<file path="config.mk">
export PLATFORM = sky130hd
export DESIGN_NAME = trap_seq_ctrl
export DESIGN_NICKNAME = d
export VERILOG_FILES = /design/src/rtl/trap_seq_ctrl_pkg.sv /design/src/rtl/trap_seq_ctrl_cause_sel.sv /design/src/rtl/trap_seq_ctrl.sv
export SDC_FILE = /design/constraint.sdc
export NUM_CORES = 1
export LEC_CHECK = 0
export CORE_MARGIN = 2
export CORE_UTILIZATION = 42
export CTS_CLUSTER_DIAMETER = 50
export DETAILED_ROUTE_END_ITERATION = 8
export GPL_TIMING_DRIVEN = 0
export PLACE_DENSITY = 0.86
export SLEW_MARGIN = 20
export SYNTH_ARGS = -nofsm -noshare
export SYNTH_HDL_FRONTEND = slang
export SYNTH_SLANG_ARGS = --single-unit
</file>
<file path="constraint.sdc">
create_clock -name clk -period 4.85 [get_ports clk]
set_clock_uncertainty 0.05 [all_clocks]
set_input_delay 0.97 -clock clk [delete_from_list [all_inputs] [get_ports clk]]
set_output_delay 0.97 -clock clk [all_outputs]
set_load 0.01 [all_outputs]
</file>
<file path="src/rtl/trap_seq_ctrl_pkg.sv">
// Shared definitions for the machine-mode trap / MRET sequencer:
// FSM state encoding, interrupt cause codes and mtvec mode constants.
package trap_seq_ctrl_pkg;

    typedef enum logic [2:0] {
        ST_IDLE  = 3'd0,
        ST_FLUSH = 3'd1,
        ST_DRAIN = 3'd2,
        ST_TRAP  = 3'd3,
        ST_RET   = 3'd4
    } state_e;

    localparam logic [4:0] CAUSE_MEI      = 5'd11;
    localparam logic [4:0] CAUSE_MTI      = 5'd7;
    localparam int         MCAUSE_INT_BIT = 31;
    localparam logic [1:0] MTVEC_MODE_VEC = 2'b01;

    // Byte offset of a vectored handler entry: one 4-byte slot per cause code.
    function automatic logic [6:0] vec_offset(input logic [4:0] code);
        return {code, 2'b00};
    endfunction

endpackage

</file>
<file path="src/rtl/trap_seq_ctrl_cause_sel.sv">
// Interrupt cause priority encoder: external interrupt beats timer interrupt.
// Purely combinational. o_valid is set when any enabled interrupt is pending.
module trap_cause_sel
    import trap_seq_ctrl_pkg::*;
(
    input  logic       i_meip,
    input  logic       i_meie,
    input  logic       i_mtip,
    input  logic       i_mtie,
    output logic       o_valid,
    output logic [4:0] o_code
);

    // Fixed priority select of the highest enabled pending interrupt.
    always_comb begin
        o_valid = 1'b0;
        o_code  = '0;
        if (i_meip && i_meie) begin
            o_valid = 1'b1;
            o_code  = CAUSE_MEI;
        end else if (i_mtip && i_mtie) begin
            o_valid = 1'b1;
            o_code  = CAUSE_MTI;
        end
    end

endmodule

</file>
<file path="src/rtl/trap_seq_ctrl.sv">
// Machine-mode interrupt entry and MRET sequencer for the 5-stage core.
// Optional build macro: TRAP_VECTORED_EN (vectored mtvec mode support).
//
// state | meaning
// ------+--------------------------------------------------------------
// IDLE  | waiting; MRET or an enabled pending interrupt starts a sequence
// FLUSH | first flush cycle of a committed trap, fetch held
// DRAIN | fetch held, flushes continue while EX/MEM/WB retire
// TRAP  | write mepc/mcause/mstatus, redirect PC to the trap vector
// RET   | MRET: restore MIE, redirect PC to mepc
//
// Every output is decoded from registered state only; targets and write data
// are captured into registers before the cycle that presents them.
module trap_seq_ctrl
    import trap_seq_ctrl_pkg::*;
#(
    parameter int XLEN         = 32,
    parameter int DRAIN_CYCLES = 3
)
(
    input  logic            clk,
    input  logic            rst,
    input  logic            meip,
    input  logic            mtip,
    input  logic            mstatus_mie,
    input  logic            meie,
    input  logic            mtie,
    input  logic [XLEN-1:0] mtvec,
    input  logic [XLEN-1:0] mepc_in,
    input  logic [XLEN-1:0] PCD,
    input  logic [XLEN-1:0] PCF,
    input  logic            pcd_valid,
    input  logic            StallD,
    input  logic            mret_E,
    output logic            Int_flush,
    output logic            stall_F,
    output logic            pc_redirect,
    output logic [XLEN-1:0] pc_target,
    output logic            mepc_we,
    output logic [XLEN-1:0] mepc_wdata,
    output logic            mcause_we,
    output logic [XLEN-1:0] mcause_wdata,
    output logic            mstatus_trap,
    output logic            mstatus_mret,
    output logic            busy
);

    localparam logic [2:0] CNT_LOAD = 3'(DRAIN_CYCLES - 1);

    state_e            r_state;
    state_e            w_state_nxt;
    logic [2:0]        r_cnt;
    logic [4:0]        r_code;
    logic [XLEN-1:0]   r_epc;
    logic [XLEN-1:0]   r_target;

    logic              w_irq_valid;
    logic [4:0]        w_irq_code;
    logic              w_take;
    logic [XLEN-1:0]   w_vec_base;
    logic [XLEN-1:0]   w_vec_target;
    logic [XLEN-1:0]   w_mcause;

    trap_cause_sel u_cause_sel (
        .i_meip  (meip),
        .i_meie  (meie),
        .i_mtip  (mtip),
        .i_mtie  (mtie),
        .o_valid (w_irq_valid),
        .o_code  (w_irq_code)
    );

    assign w_take = mstatus_mie & w_irq_valid & ~StallD;

    // Trap vector address for the captured cause.
    always_comb begin
        w_vec_base   = {mtvec[XLEN-1:2], 2'b00};
        w_vec_target = w_vec_base;
`ifdef TRAP_VECTORED_EN
        if (mtvec[1:0] == MTVEC_MODE_VEC) begin
            w_vec_target = w_vec_base + XLEN'(vec_offset(r_code));
        end
`endif
    end

`ifndef TRAP_VECTORED_EN
    // The mode field only matters in the vectored build.
    logic w_unused_mode;
    assign w_unused_mode = ^mtvec[1:0];
`endif

    // mcause value: interrupt flag plus exception code.
    always_comb begin
        w_mcause                 = '0;
        w_mcause[MCAUSE_INT_BIT] = 1'b1;
        w_mcause[4:0]            = r_code;
    end

    // State register.
    always_ff @(posedge clk or negedge rst) begin
        if (!rst) begin
            r_state <= ST_IDLE;
        end else begin
            r_state <= w_state_nxt;
        end
    end

    // Captured cause/epc/target and the drain down-counter.
    always_ff @(posedge clk or negedge rst) begin
        if (!rst) begin
            r_cnt    <= '0;
            r_code   <= '0;
            r_epc    <= '0;
            r_target <= '0;
        end else begin
            case (r_state)
                ST_IDLE: begin
                    if (mret_E) begin
                        r_target <= mepc_in;
                    end else if (w_take) begin
                        r_code <= w_irq_code;
                        r_epc  <= pcd_valid ? PCD : PCF;
                    end
                end
                ST_FLUSH: begin
                    r_cnt <= CNT_LOAD;
                end
                ST_DRAIN: begin
                    if (r_cnt != 3'd0) begin
                        r_cnt <= r_cnt - 3'd1;
                    end else begin
                        r_target <= w_vec_target;
                    end
                end
                default: begin
                end
            endcase
        end
    end

    // Next-state logic and state-decoded outputs.
    always_comb begin
        w_state_nxt  = r_state;
        Int_flush    = 1'b0;
        stall_F      = 1'b0;
        pc_redirect  = 1'b0;
        pc_target    = '0;
        mepc_we      = 1'b0;
        mepc_wdata   = '0;
        mcause_we    = 1'b0;
        mcause_wdata = '0;
        mstatus_trap = 1'b0;
        mstatus_mret = 1'b0;
        busy         = (r_state != ST_IDLE);
        case (r_state)
            ST_IDLE: begin
                // MRET takes precedence over a simultaneous interrupt.
                if (mret_E) begin
                    w_state_nxt = ST_RET;
                end else if (w_take) begin
                    w_state_nxt = ST_FLUSH;
                end
            end
            ST_FLUSH: begin
                Int_flush   = 1'b1;
                stall_F     = 1'b1;
                w_state_nxt = ST_DRAIN;
            end
            ST_DRAIN: begin
                Int_flush = 1'b1;
                stall_F   = 1'b1;
                if (r_cnt == 3'd0) begin
                    w_state_nxt = ST_TRAP;
                end
            end
            ST_TRAP: begin
                Int_flush    = 1'b1;
                pc_redirect  = 1'b1;
                pc_target    = r_target;
                mepc_we      = 1'b1;
                mepc_wdata   = r_epc;
                mcause_we    = 1'b1;
                mcause_wdata = w_mcause;
                mstatus_trap = 1'b1;
                w_state_nxt  = ST_IDLE;
            end
            ST_RET: begin
                Int_flush    = 1'b1;
                pc_redirect  = 1'b1;
                pc_target    = r_target;
                mstatus_mret = 1'b1;
                w_state_nxt  = ST_IDLE;
            end
            default: begin
                w_state_nxt = ST_IDLE;
            end
        endcase
    end

endmodule

</file>
# Word level (Yosys, flattened, before mapping)
# Index checks and enable logic that the tools add are counted.
[op_classes]
shifts = 0
addsub = 1
div_mod_pow = 0
n_reduce_logical = 15
n_lt_le_gt_ge = 0
n_mul = 0
n_eq_ne = 9
bitwise = 4
muxes = 22
[op_table]
columns = ["cell", "count"]
rows = [
  ["$mux 32", 6],
  ["$pmux 32 s2", 1],
  ["$mux 3", 5],
  ["$pmux 3 s3", 1],
  ["$ne 2x2->1 const B", 4],
  ["$mux 1", 7],
  ["$eq 3x2->1 const B", 2],
  ["$logic_not 3->1", 2],
  ["$pmux 3 s2", 1],
  ["$reduce_and 3->1", 2],
  ["$reduce_bool 3->1", 2],
  ["$mux 5", 1],
  ["$reduce_and 2->1", 2],
  ["$reduce_bool 2->1", 2],
  ["$reduce_or 2->1", 2],
  ["$reduce_or 4->1", 1],
  ["$eq 3x1->1 const B", 1],
  ["$eq 3x3->1 const B", 1],
  ["$ne 3x3->1 const B", 1],
  ["$sub 3x1->3 const B", 1],
  ["$and 1x1->1", 2],
  ["$logic_and 1x1->1", 2],
  ["$not 1->1", 2],
]
[word_totals]
mem_bits_rw = 0
out_inout_bits = 104
inputBits = 138
rom_bits = 0
ff_bits = 75
memories = 0
latchBits = 0

# Longest topological paths before layout
[logic_depth]
ltp_word = 8
ltp_mapped = 7
mapped_depth_nobuf = 6

# By module
# Synthesis repeated with hierarchy kept, for this count alone.
[hier_totals]
hier_cells = 420
area_unflattened_um2 = 4717.0
[by_module_without_submodules]
columns = ["mod", "cells_each", "seq_area_each_um2", "n_inst", "area_per_inst_um2"]
rows = [
  ["trap_seq_ctrl", 412, 1876.8, 1, 4660.7],
  ["trap_cause_sel", 8, 0.0, 1, 56.3],
]

# Worst setup path after synthesis
# OpenSTA, ideal clock, no wires.
[synth_path]
path_type = "reg2out"
startpoint = "register r_state[1]"
endpoint = "output port Int_flush"
setup_slack_ns = 2.255
path_stages_with_launch = 7
arrival_time_ns = 1.575
n_path_buf = 3
path_cell_list = "dfrtp_1 buf_2 and3b_1 clkbuf_1 nor2_1 clkbuf_1 o21ai_0"
[synth_between]
elab_chain_len = 3
elab_cells_between_ends = 6
cone_classes = "eq/ne: 4; mux: 1; reduce/logical: 1"
[synth_rtl]
columns = ["element", "line_no", "source"]
rows = [
  ["start, declared", "trap_seq_ctrl.sv:50", "state_e r_state;"],
  ["start signal, assigned", "trap_seq_ctrl.sv:104", "r_state <= w_state_nxt;"],
  ["$eq 3x2->1 (tied with other cells)", "trap_seq_ctrl.sv:155", "case (r_state)"],
  ["$reduce_or 4->1 (no line) *", "-", ""],
  ["$mux 1 *", "trap_seq_ctrl.sv:155", ""],
  ["end, declared", "trap_seq_ctrl.sv:35", "output logic Int_flush,"],
]
# Every way passes the cells marked *; elsewhere a longest branch is shown, timed or not.

# Worst setup path after layout
# Same ends and word-level chain as after synthesis.

==> results.cfg <==
[run_status]
status = completed

[synth]
synth_edf_count = 0
ys_warn_count = 0
ys.flop_type = dfrtp_1
synth_area_um2 = 4343
synthCells = 367
ys_ff_latch = 73
yosys.area.top_type = dfrtp_1
synthArstFlopShare_pct = 100.0
synthTopCellsByArea = dfrtp_1 (42%), mux2_2 (28%), buf_4 (5.5%), nor2b_1 (5.2%), and2_1 (5.0%)
avgSynthCellArea_um2 = 11.83
synth_top_area_share_pct = 42.06
seq_area_frac_synth_pct = 42.06
synth_cell_types = 31

[timing]
fin_crit_ns = 3.934
setup_slack_ns = 0.9159
slew-limit-headroom_pct = 57.29
setup_violations = 0
hold_ws_ns = 0.4113
post-route-period-util_pct = 81.12
fmax_mhz = 254.2
rsz0062_at_grt = no
hold_viol_final = 0
fin_tns_setup_ns = 0
worst_slew_pin_slew_ns = 0.6357
slew_viol_final = 0

[pwr]
comb_power_share_pct = 50.6
switching_share_pct = 31.67
powerDensity_nw_per_um2 = 424.6
peakVddDrop_mv = 0.2435
p_leak_uw = 0.002917
p_int_uw = 2003
seq_power_share_pct = 35.4
p_switching_uw = 928.3
clkPwrFrac_pct = 14.0

[placed_design]
dp_hpwl_mm = 9.021
numPortBuffers = 211
placedInstanceArea_um2 = 6740
pre_cts_ws_ns = 1.243
gp_congestion = 0.7754

[die]
die_w_um = 105.7
die_h_um = 105.7
start_util_pct = 42.64
ios = 242
die-area_um2 = 11170
core_area_um2 = 10180
num_rows = 37

[drt]
remaining_drc_errors = 0
totalWireLength_mm = 11.18
wire_per_inst_um = 14.81
drtPass1Iterations = 4
avgViaCountPerCell = 4.640
postRouteAntennaNets = 0
num_vias = 3503
first_iter_violations = 85

[clocking]
cts_setup_buffers = 0
clk_pin_slew_worst_paths_ns = 0.07
cts_tree = built
cts_hold_buffers = 0
clock_latency_ns = 0.33
cts_resized = 0
clock_sinks = 73
cts-buffers-inserted = 9
cts_root_buf = clkbuf_8
htreeDepth = 3
clk_path_buf_depth = 2

[cells_and_area]
diodes = 0
final_area_um2 = 6903
postLayoutCoreUtil_pct = 67.78
final_cell_mix = clkdlybuf4s50_1 (210), mux2_2 (108), dfrtp_1 (73)
n_fill_cell = 759
final_common_cell = clkdlybuf4s50_1
drive_above_1_share_pct = 26.98
synthToLayoutAreaGrowth_pct = 58.95
finalNetCount = 756

[global_route]
grt_overflow_total = 0
grt_use_total_pct = 19.89
use_met2_pct = 34.19
antenna_found_initial = 0
grt_pass1_wl_mm = 17.66
grt_max_degree = 38
met3_usage_pct = 6.865
grt_use_met1_pct = 22.16
grt_pass1_vias = 3666
busiest_layer = met2

[setup_path]
endpoint_kind = output port
rrSetupSlack_ns = 2.47
start_kind = flip-flop
ff2ff_path_depth = 5
crit_fanout = 10
timing.rr.end = r_target[12]
arrival_ns = 2.91
crit_end = Int_flush
crit_start = r_state[1]
cp.required_ns = 3.83
crit_type = reg -> out
r2r-start = r_state[0]

[job]
cap_viol_max_count = 0

[min_path]
hold_path_depth = 1
hp-class = reg -> reg
[critical path, cell delays in order (launching register included)]
cell and delay, ns:
dfrtp_1 0.36, buf_2 0.17, and3b_1 0.17, clkbuf_1 0.24, nor2_1 0.53, clkbuf_1 0.43, o21ai_0 0.17, clkdlybuf4s50_1 0.53
[per-stage QoR]
| step | power, uW | std cells |
|---|---|---|
| floorplan | 1904 | 393 |
| global placement | 2475 | 740 |
| detailed placement | 2541 | 741 |
| CTS | 2966 | 755 |
| global route | 3134 | 755 |
| finish | 2931 | 755 |
[logic make-up (layout without fill, tap and decap cells)]
logic type	Yosys count	count (layout)	share of synthesized area, %
compound gates	9	9	1.556
xor+xnor	1	1	0.2017
fa+ha+maj	2	2	0.5761
buf+inv	64	290	9.190
flops	73	73	42.06
mux	130	130	33.62
other cells	1	27	0.08635
simple gates	87	87	12.71
[power by group through the flow]
stage               registers [uW]  clock network, uW  logic (uW)
floorplan                      997                  0         907
global placement              1030                  0        1450
detailed placement            1040                  0        1500
CTS                           1040                426        1500
global route                  1070                453        1610
finish                        1040                412        1480
[per-layer routing]
layer | wire, um | vias up
met5 | 0 | -
met4 | 353 | 0
met3 | 1183 | 27
met2 | 5327 | 178
met1 | 4317 | 1617
li1 | - | 1681
[how the worst min path moves through the flow]
| stage | start | endpoint |
|---|---|---|
| after detailed placement | r_code[1] | r_code[1] |
| after CTS | r_code[1] | r_code[1] |
| after global routing | r_code[1] | r_code[1] |
| after floorplan | r_code[1] | r_code[1] |
| after global placement | r_code[1] | r_code[1] |
| final | r_code[1] | r_code[1] |
[cell usage after synthesis (3+ instances only)]
| master | count |
|---|---|
| dfrtp_1 | 73 |
| mux2_2 | 108 |
| buf_6 | 4 |
| buf_2 | 7 |
| nor2_1 | 4 |
| nor2b_1 | 36 |
| mux2_1 | 19 |
| buf_4 | 32 |
| inv_1 | 9 |
| clkbuf_1 | 12 |
| mux2i_1 | 3 |
| and2_1 | 35 |
[state kept, by name (all words and copies together), names as in the netlist]
| name | flops |
|---|---|
| r_target | 32 |
| r_state | 3 |
| r_code | 3 |
| r_epc | 32 |
| r_cnt | 3 |
[area by class of cell]
class | instances | area (um2) | area share, %
multi-input combinational | 256 | 2215 | 32.08
timing repair buffer | 212 | 2130 | 30.85
sequential | 73 | 1827 | 26.46
buffer | 55 | 365.4 | 5.293
tap | 136 | 170.2 | 2.465
clock buffer | 14 | 162.7 | 2.356
inverter | 9 | 33.78 | 0.4894
(Power assumes the default switching activity.)
